**config.mk**
```make
export PLATFORM = sky130hd
export DESIGN_NAME = corelet_ctrl_flat
export DESIGN_NICKNAME = d
export VERILOG_FILES = /design/src/rtl/corelet_ctrl_if.sv /design/src/rtl/corelet_ctrl.sv /design/src/flat_wrapper.sv
export SDC_FILE = /design/constraint.sdc
export NUM_CORES = 1
export LEC_CHECK = 0
export ABC_AREA = 1
export BUFFER_PORTS_ARGS = -buffer_cell sky130_fd_sc_hd__buf_2
export CORE_ASPECT_RATIO = 1.2
export CORE_UTILIZATION = 41
export CTS_CLUSTER_DIAMETER = 200
export DETAILED_ROUTE_END_ITERATION = 6
export HOLD_SLACK_MARGIN = 0.12
export MAX_ROUTING_LAYER = met4
export PLACE_DENSITY = 0.67
export SLEW_MARGIN = 20
export SYNTH_ARGS = -nofsm -noshare
export SYNTH_HDL_FRONTEND = slang
export SYNTH_SLANG_ARGS = --single-unit
```
**constraint.sdc**
```tcl
create_clock -name clk -period 3.7 [get_ports clk]
set_input_delay 0.555 -clock clk [delete_from_list [all_inputs] [get_ports clk]]
set_output_delay 0.555 -clock clk [all_outputs]
set_load 0.05 [all_outputs]
```
**src/rtl/corelet_ctrl_if.sv**
```systemverilog
// Control bundle between the corelet controller and the SRAM/L0/MAC/OFIFO datapath.
interface corelet_ctrl_if #(
    parameter int row     = 8,
    parameter int len_kij = 9,
    parameter int len_nij = 36
);
    logic                               start;
    logic                               ofifo_valid;
    logic                               busy;
    logic                               done;
    logic                               w_cen;
    logic [$clog2(len_kij*row)-1:0]     w_addr;
    logic                               l0_wr;
    logic                               l0_rd;
    logic [1:0]                         inst_w;
    logic                               act_cen;
    logic [$clog2(len_nij)-1:0]         act_addr;
    logic                               act_valid;
    logic                               ofifo_rd;
    logic                               psum_cen;
    logic [$clog2(len_nij)-1:0]         psum_addr;
    logic                               old_psum_valid;
    logic [$clog2(len_kij)-1:0]         kij;

    modport master (
        input  start, ofifo_valid,
        output busy, done, w_cen, w_addr, l0_wr, l0_rd, inst_w, act_cen, act_addr,
               act_valid, ofifo_rd, psum_cen, psum_addr, old_psum_valid, kij
    );

    modport slave (
        output start, ofifo_valid,
        input  busy, done, w_cen, w_addr, l0_wr, l0_rd, inst_w, act_cen, act_addr,
               act_valid, ofifo_rd, psum_cen, psum_addr, old_psum_valid, kij
    );
endinterface

```
**src/rtl/corelet_ctrl.sv**
```systemverilog
// Layer sequencer: per kernel position fetch weights, load PEs, stream activations, drain psums.
// Outputs are registered and aligned with the state; DRAIN pops in the same cycle ofifo_valid is seen and stalls indefinitely while it is low.
module corelet_ctrl #(
    parameter int row     = 8,
    parameter int col     = 8,
    parameter int len_kij = 9,
    parameter int len_nij = 36
) (
    input  logic            clk,
    input  logic            reset,
    corelet_ctrl_if.master  bus
);
    localparam int WA_W    = $clog2(len_kij*row);
    localparam int AA_W    = $clog2(len_nij);
    localparam int K_W     = $clog2(len_kij);
    localparam int CNT_TOP = (row + col > len_nij + 1) ? row + col : len_nij + 1;
    localparam int C_W     = $clog2(CNT_TOP);

    typedef enum logic [2:0] {IDLE, W_FETCH, W_LOAD, EXEC, DRAIN, DONE} state_t;

    state_t            state_q, state_d;
    logic [C_W-1:0]    cnt_q, cnt_d;
    logic [K_W-1:0]    kij_q, kij_d;
    logic [AA_W-1:0]   pops_q, pops_d;

    logic              busy_q, busy_d;
    logic              done_q, done_d;
    logic              w_cen_q, w_cen_d;
    logic [WA_W-1:0]   w_addr_q, w_addr_d;
    logic              l0_wr_q, l0_wr_d;
    logic              l0_rd_q, l0_rd_d;
    logic [1:0]        inst_w_q, inst_w_d;
    logic              act_cen_q, act_cen_d;
    logic [AA_W-1:0]   act_addr_q, act_addr_d;
    logic              act_valid_q, act_valid_d;
    logic              old_psum_valid_q, old_psum_valid_d;

    logic              pop;
    logic              psum_cen;
    logic              w_fetch;
    logic              act_rd;

    always_comb begin
        state_d = state_q;
        cnt_d   = cnt_q;
        kij_d   = kij_q;
        pops_d  = pops_q;
        pop     = (state_q == DRAIN) && bus.ofifo_valid && (32'(pops_q) < len_nij);

        case (state_q)
            IDLE: begin
                if (bus.start) begin
                    state_d = W_FETCH;
                    cnt_d   = '0;
                    kij_d   = '0;
                end
            end
            W_FETCH: begin
                if (32'(cnt_q) == row) begin
                    state_d = W_LOAD;
                    cnt_d   = '0;
                end else begin
                    cnt_d = cnt_q + C_W'(1);
                end
            end
            W_LOAD: begin
                if (32'(cnt_q) == row + col - 1) begin
                    state_d = EXEC;
                    cnt_d   = '0;
                end else begin
                    cnt_d = cnt_q + C_W'(1);
                end
            end
            EXEC: begin
                if (32'(cnt_q) == len_nij) begin
                    state_d = DRAIN;
                    cnt_d   = '0;
                    pops_d  = '0;
                end else begin
                    cnt_d = cnt_q + C_W'(1);
                end
            end
            DRAIN: begin
                // pop count survives ofifo_valid gaps; leave right after the last pop
                if (pop) begin
                    if (32'(pops_q) == len_nij - 1) begin
                        pops_d = '0;
                        if (32'(kij_q) == len_kij - 1) begin
                            state_d = DONE;
                        end else begin
                            state_d = W_FETCH;
                            kij_d   = kij_q + K_W'(1);
                        end
                    end else begin
                        pops_d = pops_q + AA_W'(1);
                    end
                end
            end
            DONE: begin
                state_d = IDLE;
                kij_d   = '0;
            end
            default: state_d = IDLE;
        endcase
    end

    // The first pass has nothing to accumulate onto, so psum SRAM stays idle.
    assign psum_cen = ~(pop && (kij_q != '0));

    always_comb begin
        w_fetch          = (state_d == W_FETCH) && (32'(cnt_d) < row);
        act_rd           = (state_d == EXEC) && (32'(cnt_d) < len_nij);
        busy_d           = (state_d != IDLE);
        done_d           = (state_d == DONE);
        w_cen_d          = ~w_fetch;
        w_addr_d         = w_fetch ? WA_W'(32'(kij_d) * row + 32'(cnt_d)) : '0;
        l0_wr_d          = ~w_cen_q;
        l0_rd_d          = (state_d == W_LOAD) && (32'(cnt_d) < row);
        act_cen_d        = ~act_rd;
        act_addr_d       = act_rd ? AA_W'(cnt_d) : '0;
        act_valid_d      = ~act_cen_q;
        inst_w_d         = (state_d == W_LOAD) ? 2'b01 : (act_valid_d ? 2'b10 : 2'b00);
        old_psum_valid_d = ~psum_cen;
    end

    always_ff @(posedge clk) begin
        if (reset) begin
            state_q          <= IDLE;
            cnt_q            <= '0;
            kij_q            <= '0;
            pops_q           <= '0;
            busy_q           <= 1'b0;
            done_q           <= 1'b0;
            w_cen_q          <= 1'b1;
            w_addr_q         <= '0;
            l0_wr_q          <= 1'b0;
            l0_rd_q          <= 1'b0;
            inst_w_q         <= 2'b00;
            act_cen_q        <= 1'b1;
            act_addr_q       <= '0;
            act_valid_q      <= 1'b0;
            old_psum_valid_q <= 1'b0;
        end else begin
            state_q          <= state_d;
            cnt_q            <= cnt_d;
            kij_q            <= kij_d;
            pops_q           <= pops_d;
            busy_q           <= busy_d;
            done_q           <= done_d;
            w_cen_q          <= w_cen_d;
            w_addr_q         <= w_addr_d;
            l0_wr_q          <= l0_wr_d;
            l0_rd_q          <= l0_rd_d;
            inst_w_q         <= inst_w_d;
            act_cen_q        <= act_cen_d;
            act_addr_q       <= act_addr_d;
            act_valid_q      <= act_valid_d;
            old_psum_valid_q <= old_psum_valid_d;
        end
    end

    assign bus.busy           = busy_q;
    assign bus.done           = done_q;
    assign bus.w_cen          = w_cen_q;
    assign bus.w_addr         = w_addr_q;
    assign bus.l0_wr          = l0_wr_q;
    assign bus.l0_rd          = l0_rd_q;
    assign bus.inst_w         = inst_w_q;
    assign bus.act_cen        = act_cen_q;
    assign bus.act_addr       = act_addr_q;
    assign bus.act_valid      = act_valid_q;
    assign bus.ofifo_rd       = pop;
    assign bus.psum_cen       = psum_cen;
    assign bus.psum_addr      = pops_q;
    assign bus.old_psum_valid = old_psum_valid_q;
    assign bus.kij            = kij_q;
endmodule

```
**src/flat_wrapper.sv**
```systemverilog
// flat-port wrapper written by rule: the top's interface ports become plain ports
module corelet_ctrl_flat 
#(
    parameter int row     = 8,
    parameter int col     = 8,
    parameter int len_kij = 9,
    parameter int len_nij = 36
)
  (clk, reset, bus_start, bus_ofifo_valid, bus_busy, bus_done, bus_w_cen, bus_w_addr, bus_l0_wr, bus_l0_rd, bus_inst_w, bus_act_cen, bus_act_addr, bus_act_valid, bus_ofifo_rd, bus_psum_cen, bus_psum_addr, bus_old_psum_valid, bus_kij);
  corelet_ctrl_if #(.row(row), .len_kij(len_kij), .len_nij(len_nij)) bus_i ();
  input  logic clk;
  input  logic reset;
  input wire logic [$bits(bus_i.start)-1:0] bus_start;
  input wire logic [$bits(bus_i.ofifo_valid)-1:0] bus_ofifo_valid;
  output wire logic [$bits(bus_i.busy)-1:0] bus_busy;
  output wire logic [$bits(bus_i.done)-1:0] bus_done;
  output wire logic [$bits(bus_i.w_cen)-1:0] bus_w_cen;
  output wire logic [$bits(bus_i.w_addr)-1:0] bus_w_addr;
  output wire logic [$bits(bus_i.l0_wr)-1:0] bus_l0_wr;
  output wire logic [$bits(bus_i.l0_rd)-1:0] bus_l0_rd;
  output wire logic [$bits(bus_i.inst_w)-1:0] bus_inst_w;
  output wire logic [$bits(bus_i.act_cen)-1:0] bus_act_cen;
  output wire logic [$bits(bus_i.act_addr)-1:0] bus_act_addr;
  output wire logic [$bits(bus_i.act_valid)-1:0] bus_act_valid;
  output wire logic [$bits(bus_i.ofifo_rd)-1:0] bus_ofifo_rd;
  output wire logic [$bits(bus_i.psum_cen)-1:0] bus_psum_cen;
  output wire logic [$bits(bus_i.psum_addr)-1:0] bus_psum_addr;
  output wire logic [$bits(bus_i.old_psum_valid)-1:0] bus_old_psum_valid;
  output wire logic [$bits(bus_i.kij)-1:0] bus_kij;
  assign bus_i.start = bus_start;
  assign bus_i.ofifo_valid = bus_ofifo_valid;
  assign bus_busy = bus_i.busy;
  assign bus_done = bus_i.done;
  assign bus_w_cen = bus_i.w_cen;
  assign bus_w_addr = bus_i.w_addr;
  assign bus_l0_wr = bus_i.l0_wr;
  assign bus_l0_rd = bus_i.l0_rd;
  assign bus_inst_w = bus_i.inst_w;
  assign bus_act_cen = bus_i.act_cen;
  assign bus_act_addr = bus_i.act_addr;
  assign bus_act_valid = bus_i.act_valid;
  assign bus_ofifo_rd = bus_i.ofifo_rd;
  assign bus_psum_cen = bus_i.psum_cen;
  assign bus_psum_addr = bus_i.psum_addr;
  assign bus_old_psum_valid = bus_i.old_psum_valid;
  assign bus_kij = bus_i.kij;
  corelet_ctrl #(.row(row), .col(col), .len_kij(len_kij), .len_nij(len_nij)) u_core (.clk(clk), .reset(reset), .bus(bus_i));
endmodule
```
Word-level counts from Yosys, hierarchy flattened

Cells that the tools add are included.

Register bits after elaboration: 42
Latch bits: 0
Memory bits (writable): 0
Bits in read-only memories: 0
Bits of input ports: 4
Output and inout bits: 35
Word-level logic and storage cells: 82
Memories kept: 0

Add/subtract/negate cells: 4
$mul: 0
Divide/modulo/power cells: 0
$lt $le $gt $ge: 3
Equal/unequal tests: 16
Shifts and indexed selects: 0
Mux-type cells: 24
Bitwise gates (word level): 5
Reductions and logical operators: 14

Operator list:

| operator                                                    | number |
|---|---|
| 2-to-1 mux 6 bit                                            | 7 |
| case mux 6 bit (4 select lines)                             | 1 |
| 2-to-1 mux 3 bit                                            | 7 |
| 2-to-1 mux 4 bit                                            | 4 |
| case mux 3 bit (5 select lines)                             | 1 |
| adder 6 x 1 -> 6 bit (second input constant)                | 2 |
| equality test 3 x 2 -> 1 bit (second input constant)        | 4 |
| equality test 6 x 4 -> 1 bit (second input constant)        | 2 |
| equality test 6 bit (second input constant)                 | 2 |
| less-than comparator 6 bit (second input constant)          | 2 |
| case mux 4 bit (3 select lines)                             | 1 |
| case mux 6 bit (2 select lines)                             | 1 |
| equality test 3 bit (second input constant)                 | 3 |
| adder 7 x 6 -> 7 bit                                        | 1 |
| equality test 3 x 1 -> 1 bit (second input constant)        | 2 |
| logical AND 1 bit                                           | 6 |
| less-than comparator 6 x 4 -> 1 bit (second input constant) | 1 |
| OR reduction 2 bit                                          | 3 |
| NOT 1 bit                                                   | 5 |
| adder 4 x 1 -> 4 bit (second input constant)                | 1 |
| equality test 4 bit (second input constant)                 | 1 |
| != test 2 x 1 -> 1 bit (second input constant)              | 2 |
| nonzero test 4 bit                                          | 1 |
| logical NOT 3 bit                                           | 1 |
| 5 further kinds                                             | 5 |

Longest topological paths before layout

Depth after elaboration: 9
Depth in mapped cells: 17
Mapped depth without buffers: 17

Least setup slack after synthesis

OpenSTA, ideal clock, no wires.

Kind: register -> register
Start point: register u_core.pops_q[1], in the netlist u_core.bus.psum_addr[1]
End point: register u_core.w_addr_q[6], in the netlist u_core.bus.w_addr[6]
Library setup time: 0.113 ns
Arrival: 2.544 ns
Data required time: 3.587 ns
Path slack: 1.043 ns
Cell stages (with the launch flop): 16
Buffers on the path: 0
Clock period less this slack: 2.657 ns
Cell sequence: dfxtp_1 ha_1 nand2_1 nor2_1 nand2_1 xor2_1 nand2_1 o221ai_1 ha_1 nand2_1 nor2_1 a211oi_1 nand3b_1 nand2_1 inv_1 nor2_2

Elaborated cells between the ends (all ways): 14
Classes of those cells: add/sub (1); order compare (1); eq/ne (2); mux (6); bitwise (1); reduce/logical (3)

RTL lines:

| element                                                           | RTL line                               | RTL |
|---|---|---|
| from (decl)                                                       | corelet_ctrl.sv:24                     | `logic [AA_W-1:0] pops_q, pops_d;` |
| from (signal assigned)                                            | corelet_ctrl.sv:147                    | `pops_q <= pops_d;` |
| less-than comparator 6 bit or equality test 6 bit (tied branches) | corelet_ctrl.sv:48, corelet_ctrl.sv:86 |  |
| logical AND 1 bit or 2-to-1 mux 4 bit (tied branches)             | corelet_ctrl.sv:48, corelet_ctrl.sv:86 |  |
| 2-to-1 mux 4 bit (*)                                              | corelet_ctrl.sv:85                     | `if (pop) begin` |
| case mux 4 bit (3 select lines) (*)                               | corelet_ctrl.sv:50                     | `case (state_q)` |
| named net u_core.kij_d[2]                                         | corelet_ctrl.sv:23                     | `logic [K_W-1:0] kij_q, kij_d;` |
| adder 7 x 6 -> 7 bit (*)                                          | corelet_ctrl.sv:116                    | `w_addr_d = w_fetch ? WA_W'(32'(kij_d) * row + 32'(cnt_d)) : '0;` |
| to (signal assigned)                                              | corelet_ctrl.sv:151                    | `w_addr_q <= w_addr_d;` |
| to (decl)                                                         | corelet_ctrl.sv:29                     | `logic [WA_W-1:0] w_addr_q, w_addr_d;` |

The timed path passes the listed nets; every way through them passes the cells marked *.
A chain may end at the register's enable or synchronous reset.

Worst setup path in the final report

Ends and elaborated chain as after synthesis.

==> metrics.md <==
| Metric | Value |
|---|---|
| Final std cells w/o fill | `roughly 380` |
| Routability cong. | `~0.89` |
| Worst hold slack | `roughly 400 ps` |
| Root buffer cell | `sky130_fd_sc_hd__clkbuf_8` |
| Wire length of the first global-routing pass | `~7.7 mm` |
| Fin Setup TNS | `0 ps` |
| Multi-input combinational cell area | `between 1000 and 1500 um2` |
| Unrepaired setup endpoints after global routing | `false` |
| Share of the core filled with cells | `51.1%` |
| Remaining routing DRC violations | `0` |
| Least setup slack across all paths after layout | `approximately 1200 ps` |
| Sum of routed wire length over all layers | `4.46 mm` |
| Synthesized Nets | `292` |
| Final-layout fill cell count | `between 400 and 500` |
| Post-synthesis average cell area | `around 7.4 um2` |
| DR pass1 iterations | `4` |
| Most frequent cell on the critical path | `sky130_fd_sc_hd__nand2_1` |
| Period utilization | `66.8%` |
| Highest net fanout along the worst path | `4` |
| Placed cell area | `between 2000 and 2500 um2` |
| Number of distinct standard cells referenced by the synthesized netlist | `30` |
| Number of buffers inserted for hold repair after clock tree synthesis | `0` |
| Max stage delay cell, worst path | `sky130_fd_sc_hd__dfxtp_1` |
| Final Hold Vio Count | `0` |
| Worst-path cell chain | `ha_1, nand2_1, nor2_1, nand2_1, xor2_1, nand2_1, o221ai_1, ha_1, nand2_1, nor2_1, a211oi_1, nand3b_1, nand2_1, inv_1, nor2_2` |
| Final Slew Violations | `0` |
| Synth Warn # | `0` |
| Post-route cell area | `~2400 um2` |
| Routed len/inst | `11.7 um` |
| Total Power Consumption | `a little over 800 uW` |
| Nature of the critical path startpoint | `register` |
| Initial Util | `between 40% and 50%` |
| Area of the mapped netlist | `slightly above 2000 um2` |
| Combined flip-flop and latch cell area | `~840 um2` |
| Cells after synthesis | `approximately 280` |
| Leakage component of the power | `roughly 1.2 nW` |
| Max Cap Violations | `0` |
| Remaining antenna violation count after routing | `0` |
| Maximum buffer depth of the clock tree | `2` |
| Maximum number of pins on one net before global-route repair | `18` |
| Flip-flop cell with the highest count after synthesis | `sky130_fd_sc_hd__dfxtp_1` |
| Via count of the first global-routing pass | `around 1700` |
| Later-pin clock latency in the skew report | `roughly 300 ps` |
| Core Region | `about 4700 um2` |
| Post_cts resized | `0` |
| Delay of the slowest cell on the worst path | `380 ps` |
| Fraction of final layout cells sized beyond drive strength 1 | `roughly 24%` |
| Total number of placement rows | `27` |
| Number of diodes | `0` |
| Setup CP Type | `register to register` |
| Asr flop ratio synth | `0%` |
| Via count | `~1800` |
| WP data required | `slightly below 4000 ps` |
| Area added between synthesis and finish | `16.7%` |
| Sequential-to-total area share from yosys stat | `40.6%` |
| Clock-pin slew reported for the worst setup and hold paths after clock tree synthesis | `roughly 90 ps` |
| Transition time at the pin with the least slew margin | `roughly 600 ps` |
| Power per cell area | `approximately 340 nW/um2` |
| Placed wire-length estimate | `3.44 mm` |
| Total GRT Usage | `roughly a fifth` |
| Min cycle time layout | `2470 ps` |
| Final setup violation count | `0` |
| Chip Width | `roughly 67 um` |
| Global-route congestion overflow total | `0` |
| Buffers inserted during post-CTS setup optimization | `0` |
| Number of nets in the layout | `about 340` |
| Run status | `finished clean` |
| Count of port buffers added during placement | `38` |
| FF+latch count, synth | `42` |
| Total CTS buffers | `5` |
| Number of synthesized flops with an enable pin | `0` |
| Sink Count | `between 40 and 50` |
| Total placed cells including tap cells | `about 370` |
| Worst slack, placed | `roughly 1200 ps` |
| Critical Path End Type | `register` |
| Drt initial violations | `~110` |
| Worst max-slew margin expressed relative to the limit | `between 50% and 60%` |
| TritonCTS clock tree | `yes` |
| Clock skew after layout | `9.50 ps` |
| IR drop worst, VDD | `around 0.17 mV` |
| Maximum clock frequency | `0.405 GHz` |
| Die ar. | `between 5000 and 6000 um2` |
| Initial antenna violation count | `0` |
| Maximum level of the CTS H-tree | `2` |
| Total I/O pin count | `39` |
| Hold crit path type | `register to register` |
| Post-DR vias/cell | `between 4 and 5` |
| Die height | `79.8 um` |
| Arr. time, crit path | `2680 ps` |
-- cell usage in the layout, fill, tap and decap left out, drive strengths merged --
cell type,count
o211ai,1
o21ai,7
nand3,20
nand2,61
a211oi,2
o221ai,1
nor2,57
xor2,4
dfxtp,42
nand4,4
inv,46
clkinv,2
nor3,6
clkinvlp,1
buf,38
ha,8
fa,1
a21oi,14
o22ai,1
clkbuf,5
a31oi,1
nand3b,1
-- flip-flops by register name, summed over array words and instances, names as in the netlist --
signal / count
u_core.bus.w_addr: 7
u_core.bus.act_addr: 6
u_core.bus.psum_addr: 6
u_core.cnt_q: 6
u_core.bus.kij: 4
u_core.state_q: 3
u_core.bus.inst_w: 2
u_core.bus.act_cen: 1
u_core.bus.act_valid: 1
u_core.bus.busy: 1
u_core.bus.done: 1
u_core.bus.l0_rd: 1
u_core.bus.l0_wr: 1
u_core.bus.old_psum_valid: 1
u_core.bus.w_cen: 1
-- power breakdown --
part | leakage (nW) | internal [mW] | switching (mW)
logic | 0.805 | 0.0153 | 0.0463
clock network | 0.0441 | 0.133 | 0.165
registers | 0.340 | 0.457 | 0.00324
total | 1.19 | 0.605 | 0.215
-- cells by family after synthesis --
group	synth area share, %
adders and majority gates	5.80
and+or+nand+nor	34.7
AOI/OAI and AO/OA	8.46
buffers and inverters	8.71
xor gates and xnor gates	1.69
DFF	40.6
-- metal layers --
layer	up-vias	wire length, um	GRT usage [%]
li1	958	-	-
met1	818	1980	23.6
met2	44	2200	31.1
met3	10	163	3.57
met4	0	110	10.2
met5	-	0	-
-- synth_stat cells (all sizes together) (2+ instances only) --
library cell / count / share of area, %
xor2: 4 / 1.7
dfxtp: 42 / 41
nand4: 4 / 1.9
a21oi: 14 / 4.7
o21ai: 7 / 1.7
nor2: 57 / 13
a211oi: 2 / 0.73
inv: 46 / 8.3
nand2: 61 / 13
clkbuf: 2 / 0.36
nor3: 6 / 1.5
ha: 8 / 4.8
nand3: 20 / 5.7
-- worst max-delay path: cells and delay by family, from the launching register on --
| kind | cells | cell delay [ps] |
|---|---|---|
| buffers and inverters | 1 | 60 |
| adder cells (fa/ha/maj) | 2 | 600 |
| XOR/XNOR | 1 | 150 |
| AND/OR/NAND/NOR | 9 | 870 |
| flip-flops | 1 | 380 |
| AO/OA/AOI/OAI | 2 | 340 |
-- area by class of cell --
| type | count | area share [%] |
|---|---|---|
| timing repair buffer | 38 | 7.88 |
| clock inverter | 3 | 0.881 |
| multi-input combinational | 189 | 43.4 |
| sequential | 42 | 34.8 |
| tap | 58 | 3.01 |
| clock buffer | 5 | 2.85 |
| inverter | 46 | 7.15 |
-- path summary, 6_finish.rpt --
path                                                         to  slack, ps  cells past startpoint                                 start
worst max-delay path            u_core.bus.w_addr[6]$_SDFF_PP0_       1230                     15  u_core.bus.psum_addr[1]$_SDFFE_PP0P_
worst max register to register  u_core.bus.w_addr[6]$_SDFF_PP0_       1230                     15  u_core.bus.psum_addr[1]$_SDFFE_PP0P_
worst min register to register      u_core.bus.l0_wr$_SDFF_PP0_        400                      1           u_core.bus.w_cen$_SDFF_PP1_
worst min-delay path                u_core.bus.l0_wr$_SDFF_PP0_        400                      1           u_core.bus.w_cen$_SDFF_PP1_
No activity file was read; power rests on OpenSTA's default activity.
